[src/rtl/rv32_muldiv_unit_pkg.sv]
// Shared types for the RV32M multiply/divide unit: operation encoding
// (funct3 of OP with funct7=0000001), FSM states and the held request.
package rv32_muldiv_unit_pkg;

  typedef enum logic [2:0] {
    MD_MUL    = 3'b000,
    MD_MULH   = 3'b001,
    MD_MULHSU = 3'b010,
    MD_MULHU  = 3'b011,
    MD_DIV    = 3'b100,
    MD_DIVU   = 3'b101,
    MD_REM    = 3'b110,
    MD_REMU   = 3'b111
  } md_op_t;

  typedef enum logic [2:0] {
    ST_IDLE,
    ST_MUL,
    ST_DIV,
    ST_FIXUP,
    ST_DONE
  } md_state_t;

  typedef struct packed {
    md_op_t      op;
    logic [31:0] rs1;
    logic [31:0] rs2;
    logic [4:0]  rd;
  } md_request_t;

  // Two's complement negate when en is set (used for magnitudes and sign fixup).
  function automatic logic [31:0] neg_if(input logic [31:0] v, input logic en);
    return en ? (~v + 32'd1) : v;
  endfunction

endpackage

[src/rtl/rv32_muldiv_unit_div_iter.sv]
// Combinational restoring-divide step: retires DIV_BITS_PER_CYCLE quotient
// bits per call. The dividend is shifted out of the quotient register MSB
// first while quotient bits are shifted in at the LSB.
module rv32_div_iter #(
  parameter int DIV_BITS_PER_CYCLE = 1
) (
  input  logic [31:0] rem_in,
  input  logic [31:0] quo_in,
  input  logic [31:0] divisor,
  output logic [31:0] rem_out,
  output logic [31:0] quo_out
);

  logic [32:0] trial;
  logic [31:0] r;
  logic [31:0] q;

  // Unrolled shift/compare/subtract for each retired quotient bit
  always_comb begin
    r     = rem_in;
    q     = quo_in;
    trial = '0;
    for (int i = 0; i < DIV_BITS_PER_CYCLE; i++) begin
      trial = {r, q[31]};
      q     = {q[30:0], 1'b0};
      if (trial >= {1'b0, divisor}) begin
        trial = trial - {1'b0, divisor};
        q[0]  = 1'b1;
      end
      r = trial[31:0];
    end
    rem_out = r;
    quo_out = q;
  end

endmodule

[src/rtl/rv32_muldiv_unit.sv]
// RV32M execution unit: MUL/MULH/MULHSU/MULHU via a fixed-latency product,
// DIV/DIVU/REM/REMU via an iterative restoring divider with sign fixup.
// Optional macro RV32_MULDIV_RESULT_REUSE_EN keeps the last divide's
// quotient/remainder so a following DIV/REM pair on the same operands
// completes without iterating.
module rv32_muldiv_unit
  import rv32_muldiv_unit_pkg::*;
#(
  parameter int DIV_BITS_PER_CYCLE = 1,
  parameter int MUL_LATENCY        = 2
) (
  input  logic        clk,
  input  logic        rstn,
  input  logic        req_valid,
  output logic        req_ready,
  input  logic [2:0]  req_op,
  input  logic [31:0] req_rs1,
  input  logic [31:0] req_rs2,
  input  logic [4:0]  req_rd,
  input  logic        flush,
  output logic        resp_valid,
  input  logic        resp_ready,
  output logic [31:0] resp_data,
  output logic [4:0]  resp_rd,
  output logic        busy
);

  localparam int DIV_ITERS = 32 / DIV_BITS_PER_CYCLE;

  if (DIV_BITS_PER_CYCLE != 1 && DIV_BITS_PER_CYCLE != 2 && DIV_BITS_PER_CYCLE != 4) begin : g_bad_radix
    $error("DIV_BITS_PER_CYCLE must be 1, 2 or 4");
  end
  if (MUL_LATENCY < 1 || MUL_LATENCY > 4) begin : g_bad_mul_lat
    $error("MUL_LATENCY must be in 1..4");
  end

  md_state_t   state;
  logic [5:0]  cnt;
  md_request_t req_q;
  logic [31:0] quo_q;
  logic [31:0] rem_q;
  logic [31:0] dvs_q;
  logic        q_neg;
  logic        r_neg;

  logic        in_signed;
  logic        in_rem;
  logic        div_zero;
  logic        div_ovf;
  logic [31:0] special_res;
  logic [31:0] iter_rem;
  logic [31:0] iter_quo;
  logic [31:0] q_fix;
  logic [31:0] r_fix;

  logic signed [32:0] mul_a;
  logic signed [32:0] mul_b;
  logic signed [63:0] prod;
  logic [31:0]        mul_res;

  logic        reuse_hit;
  logic [31:0] reuse_q;
  logic [31:0] reuse_r;

  assign in_signed = ~req_op[0];
  assign in_rem    = req_op[1];
  assign div_zero  = (req_rs2 == 32'd0);
  assign div_ovf   = in_signed && (req_rs1 == 32'h8000_0000) && (req_rs2 == 32'hFFFF_FFFF);

  // Operands widened to 33 bits so one signed multiply covers all four variants
  assign mul_a   = {(req_q.op != MD_MULHU) & req_q.rs1[31], req_q.rs1};
  assign mul_b   = {((req_q.op == MD_MUL) || (req_q.op == MD_MULH)) & req_q.rs2[31], req_q.rs2};
  assign prod    = 64'(mul_a) * 64'(mul_b);
  assign mul_res = (req_q.op == MD_MUL) ? prod[31:0] : prod[63:32];

  assign q_fix = neg_if(quo_q, q_neg);
  assign r_fix = neg_if(rem_q, r_neg);

  rv32_div_iter #(.DIV_BITS_PER_CYCLE(DIV_BITS_PER_CYCLE)) u_div_iter (
    .rem_in  (rem_q),
    .quo_in  (quo_q),
    .divisor (dvs_q),
    .rem_out (iter_rem),
    .quo_out (iter_quo)
  );

`ifdef RV32_MULDIV_RESULT_REUSE_EN
  logic        reuse_vld;
  logic        reuse_sgn;
  logic [31:0] reuse_a;
  logic [31:0] reuse_b;

  assign reuse_hit = reuse_vld && (req_rs1 == reuse_a) && (req_rs2 == reuse_b) &&
                     (in_signed == reuse_sgn);

  // Stored divide result becomes valid when a full divide finishes its fixup
  always_ff @(posedge clk or negedge rstn) begin
    if (!rstn)                   reuse_vld <= 1'b0;
    else if (flush)              reuse_vld <= 1'b0;
    else if (state == ST_FIXUP)  reuse_vld <= 1'b1;
  end

  // Capture operands and signed results of the completed divide
  always_ff @(posedge clk) begin
    if (state == ST_FIXUP) begin
      reuse_a   <= req_q.rs1;
      reuse_b   <= req_q.rs2;
      reuse_sgn <= ~req_q.op[0];
      reuse_q   <= q_fix;
      reuse_r   <= r_fix;
    end
  end
`else
  assign reuse_hit = 1'b0;
  assign reuse_q   = '0;
  assign reuse_r   = '0;
`endif

  // Result for divides that finish on accept (zero divisor, overflow, reuse)
  always_comb begin
    if (div_zero)     special_res = in_rem ? req_rs1 : 32'hFFFF_FFFF;
    else if (div_ovf) special_res = in_rem ? 32'd0 : 32'h8000_0000;
    else              special_res = in_rem ? reuse_r : reuse_q;
  end

  // FSM with registered handshake outputs; flush overrides everything
  always_ff @(posedge clk or negedge rstn) begin
    if (!rstn) begin
      state      <= ST_IDLE;
      req_ready  <= 1'b1;
      resp_valid <= 1'b0;
      resp_data  <= '0;
      resp_rd    <= '0;
      busy       <= 1'b0;
      cnt        <= '0;
    end else if (flush) begin
      state      <= ST_IDLE;
      req_ready  <= 1'b1;
      resp_valid <= 1'b0;
      busy       <= 1'b0;
      cnt        <= '0;
    end else begin
      case (state)
        ST_IDLE: begin
          if (req_valid && req_ready) begin
            req_ready <= 1'b0;
            busy      <= 1'b1;
            cnt       <= '0;
            if (!req_op[2]) begin
              state <= ST_MUL;
            end else if (div_zero || div_ovf || reuse_hit) begin
              state      <= ST_DONE;
              resp_valid <= 1'b1;
              resp_data  <= special_res;
              resp_rd    <= req_rd;
            end else begin
              state <= ST_DIV;
            end
          end
        end
        ST_MUL: begin
          if (cnt == 6'(MUL_LATENCY - 1)) begin
            state      <= ST_DONE;
            resp_valid <= 1'b1;
            resp_data  <= mul_res;
            resp_rd    <= req_q.rd;
            cnt        <= '0;
          end else begin
            cnt <= cnt + 6'd1;
          end
        end
        ST_DIV: begin
          if (cnt == 6'(DIV_ITERS - 1)) begin
            state <= ST_FIXUP;
            cnt   <= '0;
          end else begin
            cnt <= cnt + 6'd1;
          end
        end
        ST_FIXUP: begin
          state      <= ST_DONE;
          resp_valid <= 1'b1;
          resp_data  <= req_q.op[1] ? r_fix : q_fix;
          resp_rd    <= req_q.rd;
        end
        ST_DONE: begin
          if (resp_ready) begin
            state      <= ST_IDLE;
            resp_valid <= 1'b0;
            req_ready  <= 1'b1;
            busy       <= 1'b0;
          end
        end
        default: state <= ST_IDLE;
      endcase
    end
  end

  // Operand capture on accept and divider iteration; data needs no reset
  always_ff @(posedge clk) begin
    if (state == ST_IDLE && req_valid) begin
      req_q.op  <= md_op_t'(req_op);
      req_q.rs1 <= req_rs1;
      req_q.rs2 <= req_rs2;
      req_q.rd  <= req_rd;
      quo_q     <= neg_if(req_rs1, in_signed & req_rs1[31]);
      dvs_q     <= neg_if(req_rs2, in_signed & req_rs2[31]);
      rem_q     <= '0;
      q_neg     <= in_signed & (req_rs1[31] ^ req_rs2[31]);
      r_neg     <= in_signed & req_rs1[31];
    end else if (state == ST_DIV) begin
      quo_q <= iter_quo;
      rem_q <= iter_rem;
    end
  end

endmodule

[config.mk]
export PLATFORM = sky130hd
export DESIGN_NAME = rv32_muldiv_unit
export DESIGN_NICKNAME = d
export VERILOG_FILES = /design/src/rtl/rv32_muldiv_unit_pkg.sv /design/src/rtl/rv32_muldiv_unit_div_iter.sv /design/src/rtl/rv32_muldiv_unit.sv
export SDC_FILE = /design/constraint.sdc
export NUM_CORES = 2
export LEC_CHECK = 0
export ABC_AREA = 0
export CAP_MARGIN = 20
export CORE_MARGIN = 1
export CORE_UTILIZATION = 46
export CTS_CLUSTER_DIAMETER = 50
export DETAILED_ROUTE_END_ITERATION = 6
export SLEW_MARGIN = 20
export SYNTH_ARGS = -nofsm -noshare
export SYNTH_HDL_FRONTEND = slang
export SYNTH_HIERARCHICAL = 1
export SYNTH_SLANG_ARGS = --single-unit
[constraint.sdc]
create_clock -name clk -period 8.4 [get_ports clk]
set_input_delay 1.26 -clock clk [delete_from_list [all_inputs] [get_ports clk]]
set_output_delay 1.26 -clock clk [all_outputs]
set_load 0.02 [all_outputs]
==> summary.txt <==
Global routing
  – Initial antenna violation count: 9
  – Largest net degree at the start of global routing: 96
  – Total GRT Usage: between 20% and 30%
  – Vias in the first global route: slightly above 40000
  – GRT overflow: 0
  – First-pass GRT wire length: approximately 240000 µm

Clock network
  – TritonCTS buffer count: 29
  – Hold-fix buffers, CTS: 0
  – Clk sinks: between 200 and 250
  – Clk buf depth: 3
  – Skew-Pair Late Insertion Delay: about 0.57 ns
  – CTS tree: done
  – Reg clk slew, reported paths: about 0.06 ns
  – Root Buffer: clkbuf_16
  – Htree depth: 1

Run
  – Max-cap violations: 0

Synthesis
  – Ys flop type: edfxtp_1
  – Synth Area in XOR/XNOR: under 10%
  – Biggest area consumer among synthesized cells: fa_1
  – Synthesized area per cell: slightly below 9 µm²
  – Largest family of logic cells by synthesized area: adder cells
  – Syn nets: approximately 7300
  – Mapped Area: 0.0519 mm²
  – Post-synthesis mux area share: less than 1%
  – Share of flip-flops with an asynchronous set or reset: around 22%
  – Post-synth top area share: 43.4%
  – Netlist cell types: 83
  – Synth Area in Adders: about half
  – Seq/Total Area, Yosys: a little under an eighth
  – Syn Inst Count: roughly 5800
  – Post-Synth Simple-Gate Area: around 15%
  – Register bit count reported by yosys: ~220
  – Synth warn: 6
  – Post-synth EDFFs: about 140
  – Post-synthesis compound-gate area fraction: under 10%
  – Top cells by area, synth: fa_1 43%, inv_1 9.1%, edfxtp_1 7.9%, nand2_1 7.3%, ha_1 6.0%

Detailed routing
  – Initial DRC Count: ~2800
  – Routed wire length per instance: 20.6 µm
  – TritonRoute pass-1 iters: 6
  – Via count: approximately 39000
  – Mean number of vias per cell: around 5.4
  – Antenna Violating Nets Remaining: 0
  – # DRC: 0
  – Post-Route WL: approximately 150000 µm

Critical path
  – Max incr delay on CP: about 0.55 ns
  – Arrival time worst endpoint: approximately 8.5 ns
  – CP required: ~8.8 ns
  – Crit path launch type: register
  – Crit Path Max Fanout: 15
  – Critical Path Most Common Cell: fa_1
  – CP max-delay cell: fa_1
  – Buf/Inv on CP: 9
  – Worst setup EP type: register
  – CP Class: reg2reg
  – Crit path max-delay family: adder cells

Floorplan
  – Starting density of the core: between 40% and 50%
  – DIE WIDTH: roughly 340 µm
  – Row Count: between 100 and 150
  – Die H: ~340 µm
  – Die Area: roughly 0.11 mm²
  – Core Area: 0.111 mm²
  – Ports: roughly 120

Finish
  – Net count, final: 7265
  – Utilization after layout: roughly half
  – Share of cells above drive strength 1: under 10%
  – Area grow syn2layout: 9.00%

Placement
  – Routability cong.: between 0.9 and 1
  – Port Buffer Count: 116
  – DP HPWL: 126000 µm

Timing
  – Skew final: approximately 0.015 ns
  – RSZ-0062 raised after global routing: true
  – Worst slew margin relative to its limit: between 20% and 30%
  – Actual slew at the worst max-slew pin: between 1 and 1.5 ns
  – Final setup viols: 0
  – Final period util: between 90% and 100%
  – Fin crit period: between 8 and 9 ns
  – Fmax: 124 MHz
  – Hold Fails Final Rpt: 0
  – Max-slew violation count: 0

Run status
  – Outcome: finished, final reports clean

Hold path
  – Min-delay worst type: reg2reg
-- cell type report --
type	count	area, µm²
inverter	1261	4740
antenna	4	10.0
sequential	218	5980
clock buffer	32	737
clock inverter	22	267
tap	1488	1860
multi-input combinational	4004	39900
timing repair buffer	297	3080
fill	10402	54700
-- metrics by stage --
stage	area (µm²)	TNS [ns]	hold slack (ns)	instances	worst slack, ns
after floorplan	51900	0	0.473	5809	0.149
after global placement	55400	-0.0191	0.474	7257	-0.0108
after detailed placement	55400	-0.250	0.479	7257	-0.0918
after CTS	56400	0	0.504	7311	0.0142
after global routing	56600	-0.145	0.523	7322	-0.0713
final	56600	0	0.500	7326	0.312
-- sequential cells by signal, summed over array words and instances (netlist names) --
signal / flops
mul_a: 32
mul_b: 32
quo_q: 32
rem_q: 32
resp_data: 32
dvs_q: 31
req_q: 8
cnt: 6
resp_rd: 5
state: 3
busy: 1
q_neg: 1
r_neg: 1
req_ready: 1
resp_valid: 1
-- Yosys cell counts, types with 32 or more instances --
library cell  number
a21o_1            36
a21oi_1          205
and2_1           283
clkbuf_1         282
dfrtp_1           48
dfxtp_1           32
edfxtp_1         137
fa_1            1126
ha_1             251
inv_1           1260
nand2_1         1010
nand3_1           37
nor2_1           201
nor3_1            34
o21ai_0          157
o31ai_1           40
xnor2_1          129
xor2_1            82
-- per-layer routing --
metal,vias up,GRT usage (%),share of wire (%)
met1,20274,40.6,45
met3,200,3.79,7.1
met2,1348,43.5,45
li1,17536,-,-
met4,10,5.73,2.5
met5,-,0,0.036
-- repair_timing --
item,4_1_cts,5_1_grt
endpoints found under the setup margin,5,20
gates resized for setup,1,22
setup buffers,0,11
pin swaps,0,2
-- final timing paths --
check                             start            end  slack (ns)  cells after the start
max                            mul_b[0]  resp_data[19]        0.31                     29
max reg2reg                    mul_b[0]  resp_data[19]        0.31                     29
max in group asynchronous          rstn  resp_data[29]        7.05                      2
min                        resp_data[7]   resp_data[7]        0.50                      2
min in group asynchronous          rstn   resp_data[8]        0.83                      2
min reg2reg                resp_data[7]   resp_data[7]        0.50                      2
-- worst min-delay path: stages, from the launching register on --
cell and delay [ns]:
dfrtp_1 0.34, nand2_1 0.05, o21ai_1 0.07
-- logic make-up (layout without fill, tap and decap cells) --
kind of cell             count (synthesis)  count (layout)
AND/OR/NAND/NOR                       1736            1736
buffers and inverters                 1587            1612
adder cells (fa/ha/maj)               1377            1377
AO/OA/AOI/OAI                          641             641
flip-flops                             218             218
XOR/XNOR                               211             211
multiplexers                            39              39
other                                    0               4
-- cell usage in the layout (no fill, tap or decap), types with 37 or more instances in the layout --
master,Yosys,layout
inv_1,1260,1259
fa_1,1126,1125
nand2_1,1010,1009
and2_1,283,283
ha_1,251,250
a21oi_1,205,202
nor2_1,201,200
o21ai_0,157,153
edfxtp_1,137,137
buf_4,31,134
xnor2_1,129,129
clkdlybuf4s50_1,0,115
xor2_1,82,81
dfrtp_1,48,48
buf_12,1,44
o31ai_1,40,40
nand3_1,37,37
Power is not shown: default switching activity piles up to over one toggle a cycle in this logic, so the estimate is an artifact.
